### config.mk
export PLATFORM = sky130hd
export DESIGN_NAME = bcd_gated_counter_ndigit
export DESIGN_NICKNAME = d
export VERILOG_FILES = /design/src/rtl/bcd_gated_counter_ndigit.sv
export SDC_FILE = /design/constraint.sdc
export NUM_CORES = 1
export LEC_CHECK = 0
export CAP_MARGIN = 20
export CORE_UTILIZATION = 35
export CTS_BUF_LIST = sky130_fd_sc_hd__clkbuf_16
export DETAILED_ROUTE_END_ITERATION = 8
export SLEW_MARGIN = 15
export SYNTH_ARGS = -nofsm -noshare
export SYNTH_HDL_FRONTEND = slang
export SYNTH_HIERARCHICAL = 1
export SYNTH_SLANG_ARGS = --single-unit
### constraint.sdc
create_clock -name clk -period 5.9 [get_ports clk]
set_clock_uncertainty 0.05 [all_clocks]
set_input_delay 1.18 -clock clk [delete_from_list [all_inputs] [get_ports clk]]
set_output_delay 1.18 -clock clk [all_outputs]
set_load 0.01 [all_outputs]
### src/rtl/bcd_gated_counter_ndigit.sv
// bcd_gated_counter_ndigit
//   N-digit BCD event counter with a measurement gate. While a window is
//   open, every hit strobe adds one to a BCD count. After GATE_CYCLES
//   window cycles the count is copied to bcd_out, valid pulses for one
//   cycle, and the count restarts. Continuous mode opens the next window
//   with no dead cycles in between.
//
// Ports
//   clk         system clock
//   rst         synchronous active-high reset, overrides every other input
//   en          block enable; dropping it ends an open window with no result
//   start       one-cycle pulse, opens a window when idle
//   continuous  re-open a window automatically after each result
//   hit         one-cycle event strobe, already synchronous to clk
//   bcd_out     latched result, digit k on [4k+3:4k], least significant at k=0
//   valid       one-cycle pulse in the cycle after bcd_out is updated
//   overflow    count overflowed during the latched window (sticky)
//   busy        a window is open

// One BCD digit of the increment chain. Incoming carry adds one;
// carry-out fires when the digit rolls over from 9 to 0.
module bcd_gated_counter_digit (
  input  logic [3:0] d,
  input  logic       cin,
  output logic [3:0] q,
  output logic       cout
);
  assign cout = cin & (d == 4'd9);

  always_comb begin
    q = d;
    if (cin) q = (d == 4'd9) ? 4'd0 : d + 4'd1;
  end
endmodule

module bcd_gated_counter_ndigit #(
  parameter int NDIGIT      = 8,
  parameter int GATE_CYCLES = 100000000,
  parameter int SATURATE    = 1
) (
  input  logic                  clk,
  input  logic                  rst,
  input  logic                  en,
  input  logic                  start,
  input  logic                  continuous,
  input  logic                  hit,
  output logic [4*NDIGIT-1:0]   bcd_out,
  output logic                  valid,
  output logic                  overflow,
  output logic                  busy
);
  localparam int             TW   = $clog2(GATE_CYCLES);
  localparam logic [TW-1:0]  LAST = TW'(GATE_CYCLES - 1);

  localparam logic [0:0] S_IDLE  = 1'b0;
  localparam logic [0:0] S_COUNT = 1'b1;

  logic [0:0]              state;
  logic [TW-1:0]           timer;
  logic [NDIGIT-1:0][3:0]  cnt, cnt_inc, cnt_nxt, res;
  logic [NDIGIT:0]         carry;
  logic                    wflag, wflag_nxt;

  // Ripple carry through all digits; the constant carry-in of 1 makes
  // cnt_inc = cnt + 1 every cycle, and the final carry-out means cnt was
  // all nines.
  assign carry[0] = 1'b1;

  for (genvar g = 0; g < NDIGIT; g++) begin : g_dig
    bcd_gated_counter_digit u_dig (
      .d    (cnt[g]),
      .cin  (carry[g]),
      .q    (cnt_inc[g]),
      .cout (carry[g+1])
    );
  end

  // On overflow the increment has already wrapped to all zeros, so the
  // wrapping mode takes cnt_inc as is and the saturating mode keeps cnt.
  always_comb begin
    cnt_nxt   = cnt;
    wflag_nxt = wflag;
    if (hit) begin
      wflag_nxt = wflag | carry[NDIGIT];
      cnt_nxt   = (carry[NDIGIT] && SATURATE != 0) ? cnt : cnt_inc;
    end
  end

  always_ff @(posedge clk) begin
    if (rst) begin
      state    <= S_IDLE;
      timer    <= '0;
      cnt      <= '0;
      wflag    <= 1'b0;
      res      <= '0;
      valid    <= 1'b0;
      overflow <= 1'b0;
    end else begin
      valid <= 1'b0;
      case (state)
        S_IDLE: begin
          // A hit in the start cycle belongs to no window.
          if (start && en) begin
            state <= S_COUNT;
            timer <= '0;
            cnt   <= '0;
            wflag <= 1'b0;
          end
        end
        default: begin
          if (!en) begin
            // Abort: the result registers keep their previous values.
            state <= S_IDLE;
            timer <= '0;
            cnt   <= '0;
            wflag <= 1'b0;
          end else if (timer == LAST) begin
            // Last sampled cycle: its own hit is part of the result.
            res      <= cnt_nxt;
            overflow <= wflag_nxt;
            valid    <= 1'b1;
            timer    <= '0;
            cnt      <= '0;
            wflag    <= 1'b0;
            state    <= continuous ? S_COUNT : S_IDLE;
          end else begin
            cnt   <= cnt_nxt;
            wflag <= wflag_nxt;
            timer <= timer + 1'b1;
          end
        end
      endcase
    end
  end

  assign bcd_out = res;
  assign busy    = (state == S_COUNT);
endmodule

# --- After elaboration in Yosys (flattened, before gate mapping) ---
# Cells that the tools add are included.
totals:
  register_bits: 95
  word_cells: 89
  output_inout_bits: 35
  in_bits: 6
op_classes:
  n_reduce_logical: 4
  bitwise: 10
  muxes: 36
  n_addsub: 9
  eq_ne: 9
op_table:
  columns: ["op", "n"]
  rows:
  - ["two-way mux 32 bit", 6]
  - ["two-way mux 27 bit", 4]
  - ["two-way mux 4 bit", 15]
  - ["adder 4 x 1 -> 4 bit, second input constant", 8]
  - ["== test 4 bit, second input constant", 8]
  - ["adder 27 x 1 -> 27 bit, second input constant", 1]
  - ["== test 27 bit, second input constant", 1]
  - ["two-way mux 1 bit", 11]
  - ["bitwise AND 1 bit", 7]
  - ["AND reduction 3 bit", 1]
  - ["OR reduction 3 bit", 1]
  - ["NOT 1 bit", 2]
  - ["nonzero test 2 bit", 1]
  - ["logical AND 1 bit", 1]
  - ["OR 1 bit", 1]

# --- Longest topological paths before layout ---
# Gate-level depths: netlist (run 1).
logic_depth:
  word_depth: 13
  mapped_depth: 22
  depth_no_buf: 20

# --- Hierarchy ---
# The synthesis (run 1) kept the hierarchy.
modules_own_cells:
  columns: ["mod", "cells_per_inst", "n_inst", "area_each_um2"]
  rows:
  - ["bcd_gated_counter_ndigit", 457, 1, 3918.8]
  - ["bcd_gated_counter_digit", 13, 8, 92.6]

# --- Worst setup path before layout (run 1) ---
# OpenSTA, ideal clock, no wires.
synth_path:
  path_type: "register -> register"
  start: "reg cnt[3] in the netlist's numbering"
  end: "reg res (netlist bit bcd_out[0])"
  setup_slack_ns: 0.167
  t_arrival_ns: 5.595
  path_buffers: 2
  setup_ns: 0.088
  path_stages_with_launch: 22
  path_cell_list: "dfxtp_1 nor2b_2 nor3b_1 nand2_2 nor3b_1 nand2_2 nor3b_1 nand2_2 nor3b_1 nand2_2 nor3b_1 nand2_2 nor3b_1 nand2_2 nor3b_1 nand2_2 nor3b_1 nand2b_1 clkbuf_1 clkbuf_1 nand2_1 a311oi_2"
synth_between:
  elab_chain_len: 10
  elab_cells_between_ends: 11
  classes_between: "eq/ne: 1; mux: 3; bitwise: 7"
synth_lines:
  columns: ["element", "line_no", "rtl"]
  rows:
  - ["from (decl)", "60", "logic [NDIGIT-1:0][3:0] cnt, cnt_inc, cnt_nxt, res;"]
  - ["from (signal assigned)", "127", "cnt <= cnt_nxt;"]
  - ["== test 4 bit", "28", "assign cout = cin & (d == 4'd9);"]
  - ["named net carry[1]", "61", "logic [NDIGIT:0] carry;"]
  - ["bitwise AND 1 bit", "28", null]
  - ["named net carry[2]", "61", null]
  - ["bitwise AND 1 bit", "28", null]
  - ["named net carry[3]", "61", null]
  - ["bitwise AND 1 bit", "28", null]
  - ["named net carry[4]", "61", null]
  - ["(+1 left out)", null, null]
  - ["named net carry[5]", "61", null]
  - ["bitwise AND 1 bit", "28", null]
  - ["named net carry[6]", "61", null]
  - ["bitwise AND 1 bit", "28", null]
  - ["named net carry[7]", "61", null]
  - ["bitwise AND 1 bit", "28", null]
  - ["named net carry[8]", "61", null]
  - ["two-way mux 32 bit", "85", "cnt_nxt = (carry[NDIGIT] && SATURATE != 0) ? cnt : cnt_inc;"]
  - ["two-way mux 32 bit", "83", "if (hit) begin"]
  - ["to (signal assigned)", "119", "res <= cnt_nxt;"]
  - ["to (decl)", "60", null]
# The timed path passes the listed nets, and every way through them passes these cells.
# A chain may end at the register's enable or synchronous reset.

# --- Worst setup path after layout (run 1) ---
layout_path:
  start: "reg cnt[3] in the netlist's numbering"
  end: "reg cnt[15] in the netlist's numbering"
layout_between:
  elab_chain_len: 13
  elab_cells_between_ends: 14
  classes_between: "eq/ne: 1; mux: 6; bitwise: 7"
layout_lines:
  columns: ["element", "line_no", "rtl"]
  rows:
  - ["== test 4 bit", "28", null]
  - ["named net carry[1]", "61", null]
  - ["bitwise AND 1 bit", "28", null]
  - ["named net carry[2]", "61", null]
  - ["bitwise AND 1 bit", "28", null]
  - ["named net carry[3]", "61", null]
  - ["bitwise AND 1 bit", "28", null]
  - ["named net carry[4]", "61", null]
  - ["(+1 left out)", null, null]
  - ["named net carry[5]", "61", null]
  - ["(+1 left out)", null, null]
  - ["named net carry[6]", "61", null]
  - ["(+1 left out)", null, null]
  - ["named net carry[7]", "61", null]
  - ["bitwise AND 1 bit", "28", null]
  - ["named net carry[8]", "61", null]
  - ["two-way mux 32 bit", "85", null]
  - ["two-way mux 32 bit", "83", null]
  - ["two-way mux 32 bit", "117", "end else if (timer == LAST) begin"]
  - ["two-way mux 32 bit", "111", "if (!en) begin"]
  - ["two-way mux 32 bit", "100", "case (state)"]
# The timed path passes the listed nets, and every way through them passes these cells.

==> flow_summary.toml, run 1 <==
[run_status]
status = "finished clean"

[global_route]
first_global_vias = 3888
grt-ovfl-total = 0
grt_pass1_wl_mm = 18.5
grt_antenna_before_repair = 0
grt_max_degree = 67
grt_usage = 0.162

[synthesis]
synth_top_area_cell = "dfxtp_1"
async_reset_ff_frac = 0
yosysSeqAreaShare = 0.408
syn_area_mm2 = 0.00466
ys_ff_latch = 95
syn_area_per_cell_um2 = 8.31
ys.flop_type = "dfxtp_1"
synth_top_area_frac = 0.408
synth_area_leaders = "dfxtp_1, nand2_1, nor2_1"
synth_edf_count = 0
synth.distinct_cells = 46
yosys_warnings = 6
syn_inst = 561

[finish]
layout_commonest_cell = "nand2_1"
postLayoutCoreUtil = 0.432
num_antenna_cells = 0
mostFrequentLayoutCells = "nand2_1, dfxtp_1, nor2_1"
drive_above_1_share = 0.103
finalNetCount = 605
final_cells = 774
area_growth_pct = 18.8
n_fill_cell = 1279

[detailed_routing]
wl_mm = 10.8
ant_nets = 0
drt-wirelength-per-cell_um = 13.9
first_pass_iters = 4
drc = 0
vias_per_cell = 5.22
via_count = 4041
drtIter0Drc = 203

[clock_network]
max-clock-path-buffers = 2
cts_sinks = 95
insertion_delay_ns = 0.34
clockRootBuffer = "clkbuf_16"
cts-buffers-inserted = 9
cts_setup_buffers = 0
htree_num_levels = 3
clkTransAtPathRegs_ns = 0.06
cts_tree = "done"

[placed_design]
portBuffers = 40
hpwl_mm = 7.34
place_inst = 759
gp_congestion = 0.821

[power_and_ir_drop]
swShare = 0.219
p_clk_frac = 0.446
peakVddDrop_mv = 0.160
p_leak_nw = 1.87
p_per_area_mw_per_mm2 = 226
power.switching_w = 0.000274
comb_power_share = 0.038
power.internal_w = 0.000975
pwr-share-seq = 0.516

[critical_path]
startpoint_type = "register"
worst_ep_required_time_ns = 6.03
crit_slowest_cell = "nor3b_1"
slowest_delay_ns = 0.46
crit_buf_inv = 2
cp-end-kind = "register"
path_common_cell = "nand2_2"
path_delay_family = "simple AND/OR/NAND/NOR gates"
cp_cell_sequence = "nor2b_2 -> nor3b_2 -> nand2_2 -> nor3b_1 -> nand2_2 -> nor3b_2 -> nand2_2 -> nor3b_1 -> nand2_2 -> nor3b_1 -> nand2_2 -> nor3b_1 -> nand2_2 -> nor3b_1 -> buf_4 -> nand2_2 -> nor3b_1 -> nand2b_1 -> buf_4 -> nor2_1 -> nand2_1 -> a21oi_1"
arrival_ns = 5.42
critPathMaxFanout = 16
path_class = "register to register"

[timing]
final-max-slew-violation-count = 0
period_needed_ns = 5.28
fmax_ghz = 0.189
finalSetupTns_ns = 0
hold_viol = 0
period_share = 0.895
finalSetupViolations = 0
slew_headroom = 0.321
tightest_slew_ns = 1.02

[floorplanning]
dieHeight_um = 117
die_area_mm2 = 0.0138
start_util = 0.363
die_x_um = 117
core_area_mm2 = 0.0128
io_pins = 41
rows = 41

[hold_path]
hold_path.class = "register to register"

[job]
drv_cap = 0
[kinds of logic (layout without fill, tap and decap cells)]
group / Yosys count / after routing / synth area share
XOR/XNOR: 35 / 35 / 0.0658
other: 1 / 4 / 0.000805
adder cells (fa/ha/maj): 1 / 1 / 0.00268
buffers and inverters: 36 / 74 / 0.0346
AND/OR/NAND/NOR: 277 / 277 / 0.297
AO/OA/AOI/OAI: 116 / 116 / 0.191
flip-flops: 95 / 95 / 0.408
[stage by stage]
stage	hold WS (ns)	area [µm²]	power (W)	setup slack (ns)
after global placement	0.400	5250	0.000705	0.519
after CTS	0.424	5530	0.00127	0.200
after global routing	0.455	5540	0.00130	-0.0164
after detailed placement	0.414	5250	0.000706	0.263
after floorplan	0.383	4670	0.000689	0.167
final	0.438	5540	0.00125	0.617
[state kept, by name (all words and copies together) (netlist names)]
name,count
busy,1
valid,1
cnt,32
timer,27
overflow,1
wflag,1
bcd_out,32
[power groups by stage]
stage / Sequential [W] / Combinational, W / Clock, W
floorplan: 0.000659 / 0.0000304 / 0
global placement: 0.000659 / 0.0000464 / 0
detailed placement: 0.000659 / 0.0000473 / 0
CTS: 0.000644 / 0.0000475 / 0.000576
global route: 0.000644 / 0.0000525 / 0.000601
finish: 0.000644 / 0.0000470 / 0.000557
[metal layers]
metal	track usage	vias to the layer above	part of all wire
met3	0.0418	15	0.056
met4	0.0536	0	0.016
met1	0.211	1885	0.48
met2	0.260	85	0.45
met5	0	-	0
li1	-	2056	-
[synth_stat cells (9+ instances only)]
master and number:
a311oi_1 26, a21oi_1 17, a21o_1 12, and4b_1 9, a22o_1 20, nor2_1 64, nand2_1 110, nand3_1 17
dfxtp_1 95, o21ai_0 10, o21ai_1 9, nor2b_1 9, xnor2_1 23, buf_2 9, xor2_1 12, clkbuf_1 19
[timing repair]
action	CTS	global route
resized for setup	0	2
hold buffers	0	0
setup endpoints to repair	0	64
[worst paths after layout]
path | to | cells past startpoint | slack [ns] | from
worst max register to register | cnt[15] | 22 | 0.62 | cnt[3]
worst min-delay path | timer[26] | 1 | 0.44 | timer[26]
worst max-delay path | cnt[15] | 22 | 0.62 | cnt[3]
worst min register to register | timer[26] | 1 | 0.44 | timer[26]
[area by class of cell]
type,instances,area [µm²],share of cell area
flip-flops and latches,95,1900,0.344
well taps,172,215,0.0389
clock inverters,6,53.8,0.00972
inverters,6,22.5,0.00407
multi-input cells,433,2620,0.473
clock buffers,9,225,0.0407
repair buffers,53,498,0.0899
Power figures use the tool's default switching activity.
==> run 2, diff against run 1 <==
Settings changed: GPL_ROUTABILITY_DRIVEN from default to 0, SKIP_CTS_REPAIR_TIMING from default to 1.
==> results of run 2 <==
The final DEF is identical to that of run 1; final timing and power are the same.
==> edit, RTL diff (config.mk and constraints of run 1) <==
The parameter `NDIGIT` goes from 8 to 7.
--- a/src/rtl/bcd_gated_counter_ndigit.sv
+++ b/src/rtl/bcd_gated_counter_ndigit.sv
@@ -36,3 +36,3 @@
 module bcd_gated_counter_ndigit #(
-  parameter int NDIGIT      = 8,
+  parameter int NDIGIT      = 7,
   parameter int GATE_CYCLES = 100000000,
Ports: changed (resized bcd_out); port bits go from 41 to 37. The function was not compared with the original's and may differ.
==> edit against run 1 <==
  * Power shrank 7.9%
  * Wire length decreased by 8.3%
  * Synthesized area decreased by 3.5%
  * Via count down 6.3%
  * Sequential cell count is 8 lower
  * Worst setup slack better by 120 ps
  * Clock power decreased by 7.5%
  * Cell area fell by 4.9%
  * Combinational power down 4%
  * Critical endpoint is now cnt[10]$_SDFFE_PP0P_
  * Largest power group unchanged
  * Highest routed layer unchanged
==> edit: results <==
status:
  status: "finished, final reports clean"
routing:
  routed_wl_um: 9890
  wl_per_cell_um: 13.5
  wl_met1_um: 4900
  wl_met2_um: 4530
  first_pass_iters: 4
  drtIter0Drc: 184
  highest_layer: "met4"
  drt_drc_violations_left: 0
  vias: 3786
  wl_met3_um: 268
timing:
  worstMarginPinSlew_ps: 995
  whs_ps: 429
critical_path:
  slowest_stage: "nor3b_1"
  cp_max_fo: 17
  cpPeakStageDelay_ps: 490
  critPathTopFamily: "simple AND/OR/NAND/NOR gates"
  cp.arrival_ps: 5340
  r2r_slack_ps: 730
grt:
  grt_max_degree: 59
  grt_pass1_vias: 3544
  grt_pass1_wl_um: 16700
  grt_usage: 0.158
  antenna_found_initial: 0
placement:
  dp_hpwl_um: 6840
  gp_congestion: 0.807
  port_buffers: 36
  dp_cells: 714
clocking:
  cts-root-buf: "clkbuf_16"
  post-cts-setup-buffers: 0
  h-tree-depth: 3
  clkTransAtPathRegs_ps: 60
  cts_buffer_depth: 2
  cts_buffers: 9
  clock_latency_ps: 340
power:
  ir_drop_uv: 126
  p_sw_mw: 0.269
  leakage_nw: 1.69
synth:
  synth_cell_types: 50
  yosys-top-cells-area: "dfxtp_1, a311oi_2, nand2_1"
  ys_async_sr_fraction: 0
  yosys_warnings: 6
  yosysSeqAreaShare: 0.387
  avgSynthCellArea_um2: 8.63
  synth_common_cells: "nand2_1, dfxtp_1, nor2_1, a311oi_2, xnor2_1"
cells_and_area:
  final_nets: 560
  fillers: 1255
  drive_above_1_share: 0.154
  diodes: 0
min_path:
  holdCritPathClass: "reg2reg"
==> edit: stage by stage <==
step                cell area (um2)  setup WS (ps)  power (mW)
finish                         5260            734        1.15
floorplan                      4510            568       0.634
global placement               4990            660       0.648
CTS                            5250            294        1.17
detailed placement             4990            397       0.649
global route                   5260           73.1        1.19
==> edit: power groups by stage <==
stage	Clock, mW	Combinational [mW]	Sequential (mW)
after floorplan	0	0.0303	0.603
after global placement	0	0.0449	0.603
after detailed placement	0	0.0456	0.603
after CTS	0.530	0.0457	0.590
after global routing	0.552	0.0502	0.590
final	0.515	0.0450	0.590
==> edit: worst min-delay path: cells and delay by family, from the launching register on <==
family / cells / cell delay, ps
AO/OA/AOI/OAI: 1 / 40
AND/OR/NAND/NOR: 1 / 70
flip-flops: 1 / 330
==> edit: cell type report <==
type / instances / area share
Tap cell: 172 / 0.0409
Inverter: 2 / 0.00143
Sequential cell: 87 / 0.331
Clock inverter: 7 / 0.00785
Multi-Input combinational cell: 409 / 0.497
Timing Repair Buffer: 44 / 0.0789
Clock buffer: 9 / 0.0428
==> edit: routing by layer <==
metal  global-route usage  vias up
li1                     -     1906
met1                0.208     1816
met2                0.251       49
met3               0.0274       15
met4               0.0710        0
met5                    0        -
==> edit: kinds of logic (layout without fill, tap and decap cells) <==
family | count (synthesis) | count (layout) | share of synthesized area
adder cells (fa/ha/maj) | 1 | 1 | 0.00278
XOR/XNOR | 34 | 34 | 0.0662
flip-flops | 87 | 87 | 0.387
multiplexers | 1 | 1 | 0.00223
other | 1 | 4 | 0.000834
buffers and inverters | 28 | 62 | 0.0364
AO/OA/AOI/OAI | 101 | 101 | 0.206
AND/OR/NAND/NOR | 268 | 268 | 0.299
==> edit: final timing paths <==
path | start | to | depth (start not counted)
max reg2reg | cnt[3]$_SDFFE_PP0P_ | cnt[10]$_SDFFE_PP0P_ | 19
min reg2reg | wflag$_SDFFE_PP0P_ | wflag$_SDFFE_PP0P_ | 2
min | wflag$_SDFFE_PP0P_ | wflag$_SDFFE_PP0P_ | 2
max | cnt[3]$_SDFFE_PP0P_ | cnt[10]$_SDFFE_PP0P_ | 19
==> edit: repair_timing <==
item / in CTS / in global routing
endpoints found under the setup margin: 0 / 56
gates resized for setup: 0 / 2
hold buffers: 0 / 0
